$ cat config.mk
export PLATFORM = sky130hd
export DESIGN_NAME = sonar_echo_responder_flat
export DESIGN_NICKNAME = d
export VERILOG_FILES = /design/src/rtl/sonar_echo_responder_if.sv /design/src/rtl/sonar_echo_responder.sv /design/src/flat_wrapper.sv
export SDC_FILE = /design/constraint.sdc
export NUM_CORES = 1
export LEC_CHECK = 0
export CAP_MARGIN = 20
export CORE_MARGIN = 2
export CORE_UTILIZATION = 49
export CTS_CLUSTER_SIZE = 16
export DETAILED_ROUTE_END_ITERATION = 16
export DONT_BUFFER_PORTS = 1
export GPL_TIMING_DRIVEN = 1
export PLACE_DENSITY = 0.7
export SYNTH_ARGS = -nofsm -noshare
export SYNTH_HDL_FRONTEND = slang
export SYNTH_SLANG_ARGS = --single-unit
$ cat constraint.sdc
create_clock -name clk -period 10.55 [get_ports clk]
set_input_delay 2.6375 -clock clk [delete_from_list [all_inputs] [get_ports clk]]
set_output_delay 2.6375 -clock clk [all_outputs]
set_load 0.05 [all_outputs]
$ cat src/rtl/sonar_echo_responder_if.sv
// Ranging link between a sonar initiator (master) and an echo responder (slave).
// The trigger and distance travel to the responder; echo and status travel back.
interface sonar_echo_responder_if;
    logic       trig;
    logic [8:0] dist_cm;
    logic       echo;
    logic       busy;
    logic       done;

    modport master (output trig, output dist_cm, input echo, input busy, input done);
    modport slave  (input trig, input dist_cm, output echo, output busy, output done);
endinterface

$ cat src/rtl/sonar_echo_responder.sv
// HC-SR04 stand-in: qualifies a synchronized TRIG pulse, waits out the burst time,
// then returns an ECHO pulse whose width encodes the latched distance.
module sonar_echo_responder #(
    parameter int TRIG_MIN_CYCLES = 500,
    parameter int BURST_CYCLES    = 10_000,
    parameter int CYC_PER_CM      = 2_900,
    parameter int MAX_CM          = 400,
    parameter int TIMEOUT_CYCLES  = 1_900_000,
    parameter int HOLDOFF_CYCLES  = 500_000
) (
    input  logic                 clk,
    input  logic                 rst,
    sonar_echo_responder_if.slave sonar
);
    localparam int SYNC_STAGES = 2;
    localparam int PROD_MAX    = 511 * CYC_PER_CM;
    localparam int PROD_W      = $clog2(PROD_MAX + 1);
    localparam int MAX_AB      = (BURST_CYCLES > PROD_MAX) ? BURST_CYCLES : PROD_MAX;
    localparam int MAX_CD      = (TIMEOUT_CYCLES > HOLDOFF_CYCLES) ? TIMEOUT_CYCLES : HOLDOFF_CYCLES;
    localparam int CNT_MAX     = (MAX_AB > MAX_CD) ? MAX_AB : MAX_CD;
    localparam int CNT_W       = $clog2(CNT_MAX + 1);
    localparam int HI_W        = $clog2(TRIG_MIN_CYCLES + 1);

    typedef enum logic [2:0] {IDLE, TRIG_HI, BURST, ECHO_HI, HOLDOFF} state_t;

    state_t            state_reg, state_next;
    logic [HI_W-1:0]   hi_cnt_reg, hi_cnt_next;
    logic [CNT_W-1:0]  cnt_reg, cnt_next;
    logic [8:0]        dist_q_reg, dist_q_next;
    logic              echo_reg, echo_next;
    logic              done_reg, done_next;
    logic              armed_reg, armed_next;

    logic              sync_reg [SYNC_STAGES];
    logic              trig_s;
    logic [PROD_W-1:0] prod;
    logic              out_of_range;
    logic [CNT_W-1:0]  echo_w;

    genvar gi;
    generate
        for (gi = 0; gi < SYNC_STAGES; gi++) begin : g_sync
            if (gi == 0) begin : g_first
                always_ff @(posedge clk) begin
                    if (rst) sync_reg[gi] <= 1'b0;
                    else     sync_reg[gi] <= sonar.trig;
                end
            end else begin : g_rest
                always_ff @(posedge clk) begin
                    if (rst) sync_reg[gi] <= 1'b0;
                    else     sync_reg[gi] <= sync_reg[gi-1];
                end
            end
        end
    endgenerate

    assign trig_s = sync_reg[SYNC_STAGES-1];

    // Width is derived from the latched distance only, so DIST_CM may move freely after t0.
    assign prod         = PROD_W'(dist_q_reg) * PROD_W'(CYC_PER_CM);
    assign out_of_range = (dist_q_reg == 9'd0) || (dist_q_reg > 9'(MAX_CM));
    assign echo_w       = out_of_range ? CNT_W'(TIMEOUT_CYCLES) : CNT_W'(prod);

    always_ff @(posedge clk) begin
        if (rst) begin
            state_reg  <= IDLE;
            hi_cnt_reg <= '0;
            cnt_reg    <= '0;
            dist_q_reg <= '0;
            echo_reg   <= 1'b0;
            done_reg   <= 1'b0;
            armed_reg  <= 1'b1;
        end else begin
            state_reg  <= state_next;
            hi_cnt_reg <= hi_cnt_next;
            cnt_reg    <= cnt_next;
            dist_q_reg <= dist_q_next;
            echo_reg   <= echo_next;
            done_reg   <= done_next;
            armed_reg  <= armed_next;
        end
    end

    // Each timed phase loads (length - 1) and leaves when the shared counter reaches zero.
    always_comb begin
        state_next  = state_reg;
        hi_cnt_next = hi_cnt_reg;
        cnt_next    = cnt_reg;
        dist_q_next = dist_q_reg;
        echo_next   = echo_reg;
        done_next   = 1'b0;
        armed_next  = armed_reg;
        case (state_reg)
            IDLE: begin
                if (trig_s && armed_reg) begin
                    state_next  = TRIG_HI;
                    hi_cnt_next = HI_W'(1);
                end else if (!trig_s) begin
                    armed_next = 1'b1;
                end
            end
            TRIG_HI: begin
                if (trig_s) begin
                    if (hi_cnt_reg < HI_W'(TRIG_MIN_CYCLES)) hi_cnt_next = hi_cnt_reg + HI_W'(1);
                end else if (hi_cnt_reg >= HI_W'(TRIG_MIN_CYCLES)) begin
                    state_next  = BURST;
                    dist_q_next = sonar.dist_cm;
                    cnt_next    = CNT_W'(BURST_CYCLES - 1);
                end else begin
                    state_next = IDLE;
                end
            end
            BURST: begin
                if (cnt_reg == '0) begin
                    state_next = ECHO_HI;
                    echo_next  = 1'b1;
                    cnt_next   = echo_w - CNT_W'(1);
                end else begin
                    cnt_next = cnt_reg - CNT_W'(1);
                end
            end
            ECHO_HI: begin
                if (cnt_reg == '0) begin
                    state_next = HOLDOFF;
                    echo_next  = 1'b0;
                    done_next  = 1'b1;
                    cnt_next   = CNT_W'(HOLDOFF_CYCLES - 1);
                end else begin
                    cnt_next = cnt_reg - CNT_W'(1);
                end
            end
            HOLDOFF: begin
                // A TRIG still held high here must drop once in IDLE before it can re-trigger.
                if (cnt_reg == '0) begin
                    state_next = IDLE;
                    armed_next = 1'b0;
                end else begin
                    cnt_next = cnt_reg - CNT_W'(1);
                end
            end
            default: state_next = IDLE;
        endcase
    end

    assign sonar.echo = echo_reg;
    assign sonar.busy = (state_reg != IDLE);
    assign sonar.done = done_reg;
endmodule
$ cat src/flat_wrapper.sv
// flat-port wrapper written by rule: the top's interface ports become plain ports
module sonar_echo_responder_flat 
#(
    parameter int TRIG_MIN_CYCLES = 500,
    parameter int BURST_CYCLES    = 10_000,
    parameter int CYC_PER_CM      = 2_900,
    parameter int MAX_CM          = 400,
    parameter int TIMEOUT_CYCLES  = 1_900_000,
    parameter int HOLDOFF_CYCLES  = 500_000
)
  (clk, rst, sonar_trig, sonar_dist_cm, sonar_echo, sonar_busy, sonar_done);
  sonar_echo_responder_if sonar_i ();
  input  logic clk;
  input  logic rst;
  input wire logic [$bits(sonar_i.trig)-1:0] sonar_trig;
  input wire logic [$bits(sonar_i.dist_cm)-1:0] sonar_dist_cm;
  output wire logic [$bits(sonar_i.echo)-1:0] sonar_echo;
  output wire logic [$bits(sonar_i.busy)-1:0] sonar_busy;
  output wire logic [$bits(sonar_i.done)-1:0] sonar_done;
  assign sonar_i.trig = sonar_trig;
  assign sonar_i.dist_cm = sonar_dist_cm;
  assign sonar_echo = sonar_i.echo;
  assign sonar_busy = sonar_i.busy;
  assign sonar_done = sonar_i.done;
  sonar_echo_responder #(.TRIG_MIN_CYCLES(TRIG_MIN_CYCLES), .BURST_CYCLES(BURST_CYCLES), .CYC_PER_CM(CYC_PER_CM), .MAX_CM(MAX_CM), .TIMEOUT_CYCLES(TIMEOUT_CYCLES), .HOLDOFF_CYCLES(HOLDOFF_CYCLES)) u_core (.clk(clk), .rst(rst), .sonar(sonar_i));
endmodule
==> results.json <==
{
  "synth-edff-count": 0,
  "first_pass_iters": 5,
  "start_util_pct": 50.7,
  "drtIter0Drc": 179,
  "yosys_warnings": 0,
  "hold_class": "register to register",
  "drc": 0,
  "avgSynthCellArea_sq_um": 8.11,
  "whs_endpoint": "u_core.sync_reg[1]$_SDFF_PP0_",
  "port_buffers": 0,
  "worst-setup-path-type": "register to register",
  "setup_violations": 0,
  "hpwl_um": 8420,
  "ys_types": 69,
  "grt_max_degree": 40,
  "dpl-instance-area_sq_um": 4780,
  "multi_input_area_sq_um": 3430,
  "grtUsageTotal_pct": 20.7,
  "cp.arrival_ns": 5.15,
  "rsz0062_at_grt": "false",
  "grt_first_pass_wirelength_um": 17500,
  "async_reset_ff_share_pct": 0,
  "critPathCaptureType": "register",
  "cts.sinks": 47,
  "crit_family": "adder cells",
  "relSlewSlack_pct": 44.3,
  "fillers": 887,
  "antenna_found_initial": 0,
  "clock_latency_ns": 0.30,
  "post-route-util_pct": 52.9,
  "finalCriticalPeriod_ns": 4.95,
  "max-vdd-ir-drop_mv": 0.0618,
  "reg2reg_slack_ns": 5.60,
  "die_area_sq_um": 10400,
  "fin_nets": 656,
  "fin_setup_tns_ns": 0,
  "crit_path_start_kind": "register",
  "rows": 35,
  "worst-slew-pin-transition_ns": 0.834,
  "path_max_fanout": 6,
  "vias": 4014,
  "area_growth_pct": 4.35,
  "synthFlopType": "dfxtp_1",
  "min_period_over_period_pct": 46.9,
  "fin_area_sq_um": 4890,
  "overflow": 0,
  "antenna_left": 0,
  "leakage_nw": 2.25,
  "cts_buffers": 5,
  "ios": 15,
  "diodes": 0,
  "cts_hold_buf": 0,
  "drt-total-wl_um": 10700,
  "synth_fp_nets": 666,
  "largest_reg_flops": 21,
  "ys_ff_latch": 47,
  "critPathMostFrequentCell": "inv_1",
  "power_density_nw_per_um2": 66.7,
  "clockBufferDepth": 2,
  "critPathBufInv": 4,
  "worst_path_max_delay_cell": "fa_1",
  "cap_violations": 0,
  "layout-drive-gt1-share_pct": 5.10,
  "ys_seq_area_share_pct": 20.1,
  "worstHoldPathCells": 1,
  "cts_root_buf": "clkbuf_8",
  "grt_pass1_vias": 3692,
  "wl_per_cell_um": 15.3,
  "finalHoldViolCount": 0,
  "min-delay-start": "u_core.sync_reg[0]$_SDFF_PP0_",
  "cts_htree_levels": 2,
  "max_freq_mhz": 202,
  "critPathRequiredTime_ns": 10.75,
  "syn_inst": 578,
  "cpPeakStageDelay_ns": 0.54,
  "via_per_inst": 5.75,
  "die_x_um": 102,
  "coreArea_sq_um": 9240,
  "cts_tree": "done",
  "reg2regPathDepth": 18,
  "path_depth": 18,
  "dp.cells": 690,
  "fin_skew_ns": 0.00645,
  "cts_setup_buffers": 0,
  "r2r-end": "u_core.cnt_reg[17]$_SDFFE_PP0P_",
  "status": "completed",
  "ctsResizeCount": 0,
  "r2r-start": "u_core.dist_q_reg[3]$_SDFFE_PP0P_",
  "die-height_um": 102,
  "place_congestion": 0.903,
  "syn-cell-area_sq_um": 4690,
  "clk_pin_slew_ns": 0.11,
  "p_total_w": 0.000326,
  "fin_cells": 698,
  "regArea_sq_um": 941,
  "path_cells": "ha_1 > inv_1 > fa_1 > inv_1 > fa_1 > inv_1 > fa_1 > inv_1 > ha_1 > nand3_1 > o2111ai_2 > o31a_1 > a31oi_1 > xnor2_1 > nor4_1 > xor2_1 > and3_1 > o41ai_1",
  "slew_viol_final": 0
}
==> cell families (layout without fill, tap and decap cells) <==
logic type	after synthesis	in the layout	synth area share, %
compound gates	123	123	17.8
mux	11	11	2.38
simple gates	196	196	21.2
xor+xnor	44	44	8.22
fa+ha+maj	76	76	23.5
flops	47	47	20.1
buf+inv	81	72	6.83
==> cell usage in the layout, fill, tap and decap left out, types with 3 or more instances in the layout <==
cell / synthesis / layout
and3_1: 5 / 5
fa_1: 20 / 20
nor2_1: 58 / 58
a31oi_1: 3 / 3
o21a_1: 3 / 3
nor4_1: 9 / 9
nand4_1: 3 / 3
nor3_1: 15 / 15
a21o_1: 5 / 5
o21ai_0: 30 / 30
nand2_1: 49 / 49
inv_1: 62 / 62
mux2i_1: 10 / 10
and2_1: 3 / 3
xor2_1: 23 / 23
nor2b_1: 8 / 8
or2_2: 3 / 3
ha_1: 56 / 56
nand2b_1: 9 / 9
clkbuf_8: 0 / 5
or4_1: 4 / 4
dfxtp_1: 47 / 47
a211oi_1: 3 / 3
o41ai_1: 3 / 3
xnor2_1: 21 / 21
a21oi_1: 36 / 36
o211ai_1: 4 / 4
nand3_1: 14 / 14
==> power by group <==
part / switching (W) / internal, W
clock network: 0.0000717 / 0.0000716
registers: 0.000000765 / 0.000178
logic: 0.00000294 / 0.00000131
total: 0.0000754 / 0.000251
==> how the worst max path moves through the flow <==
stage,slack [ns],start,end
global placement,5.76,u_core.dist_q_reg[3]$_SDFFE_PP0P_,u_core.cnt_reg[17]$_SDFFE_PP0P_
CTS,5.58,u_core.dist_q_reg[3]$_SDFFE_PP0P_,u_core.cnt_reg[17]$_SDFFE_PP0P_
floorplan,5.96,u_core.dist_q_reg[3]$_SDFFE_PP0P_,u_core.cnt_reg[17]$_SDFFE_PP0P_
finish,5.60,u_core.dist_q_reg[3]$_SDFFE_PP0P_,u_core.cnt_reg[17]$_SDFFE_PP0P_
detailed placement,5.61,u_core.dist_q_reg[3]$_SDFFE_PP0P_,u_core.cnt_reg[17]$_SDFFE_PP0P_
global route,5.17,u_core.dist_q_reg[6]$_SDFFE_PP0P_,u_core.cnt_reg[17]$_SDFFE_PP0P_
==> worst register-to-register path: stages (launching register included) <==
cell and delay, ns:
dfxtp_1 0.45, ha_1 0.21, inv_1 0.11, fa_1 0.54, inv_1 0.05, fa_1 0.47
inv_1 0.05, fa_1 0.53, inv_1 0.04, ha_1 0.35, nand3_1 0.12, o2111ai_2 0.21
o31a_1 0.35, a31oi_1 0.21, xnor2_1 0.12, nor4_1 0.43, xor2_1 0.11, and3_1 0.20
o41ai_1 0.30
==> per-layer routing <==
metal | up-vias | global-route usage (%) | wire length [um]
li1 | 1985 | - | -
met1 | 1892 | 27.7 | 4850
met2 | 116 | 35.5 | 5110
met3 | 21 | 2.26 | 465
met4 | 0 | 6.05 | 248
met5 | - | 0 | 0
==> cell usage after synthesis, types with 7 or more instances <==
master    instances  area [sq um]
xor2_1           23           201
o21ai_0          30           150
ha_1             56           701
nand3_1          14          70.1
nand2_1          49           184
clkbuf_1          9          33.8
buf_2             7          35.0
nor2_1           58           218
dfxtp_1          47           941
a21oi_1          36           180
fa_1             20           400
mux2i_1          10           100
nor3_1           15          75.1
inv_1            62           233
nor2b_1           8          50.1
xnor2_1          21           184
nor4_1            9          56.3
nand2b_1          9          56.3
==> layout make-up <==
cell class / count / share of cell area [%]
multi-input combinational: 450 / 70.1
sequential: 47 / 19.2
inverter: 62 / 4.76
tap: 129 / 3.30
clock buffer: 5 / 1.41
clock inverter: 3 / 0.946
timing repair buffer: 2 / 0.307
==> per-stage QoR <==
stage	setup WS, ns	hold WS [ns]
2_1_floorplan	5.96	0.414
3_3_place_gp	5.76	0.431
3_5_place_dp	5.61	0.430
4_1_cts	5.58	0.453
5_1_grt	5.17	0.461
6_report	5.60	0.449
Note: power is estimated with default switching activity, not from simulation.
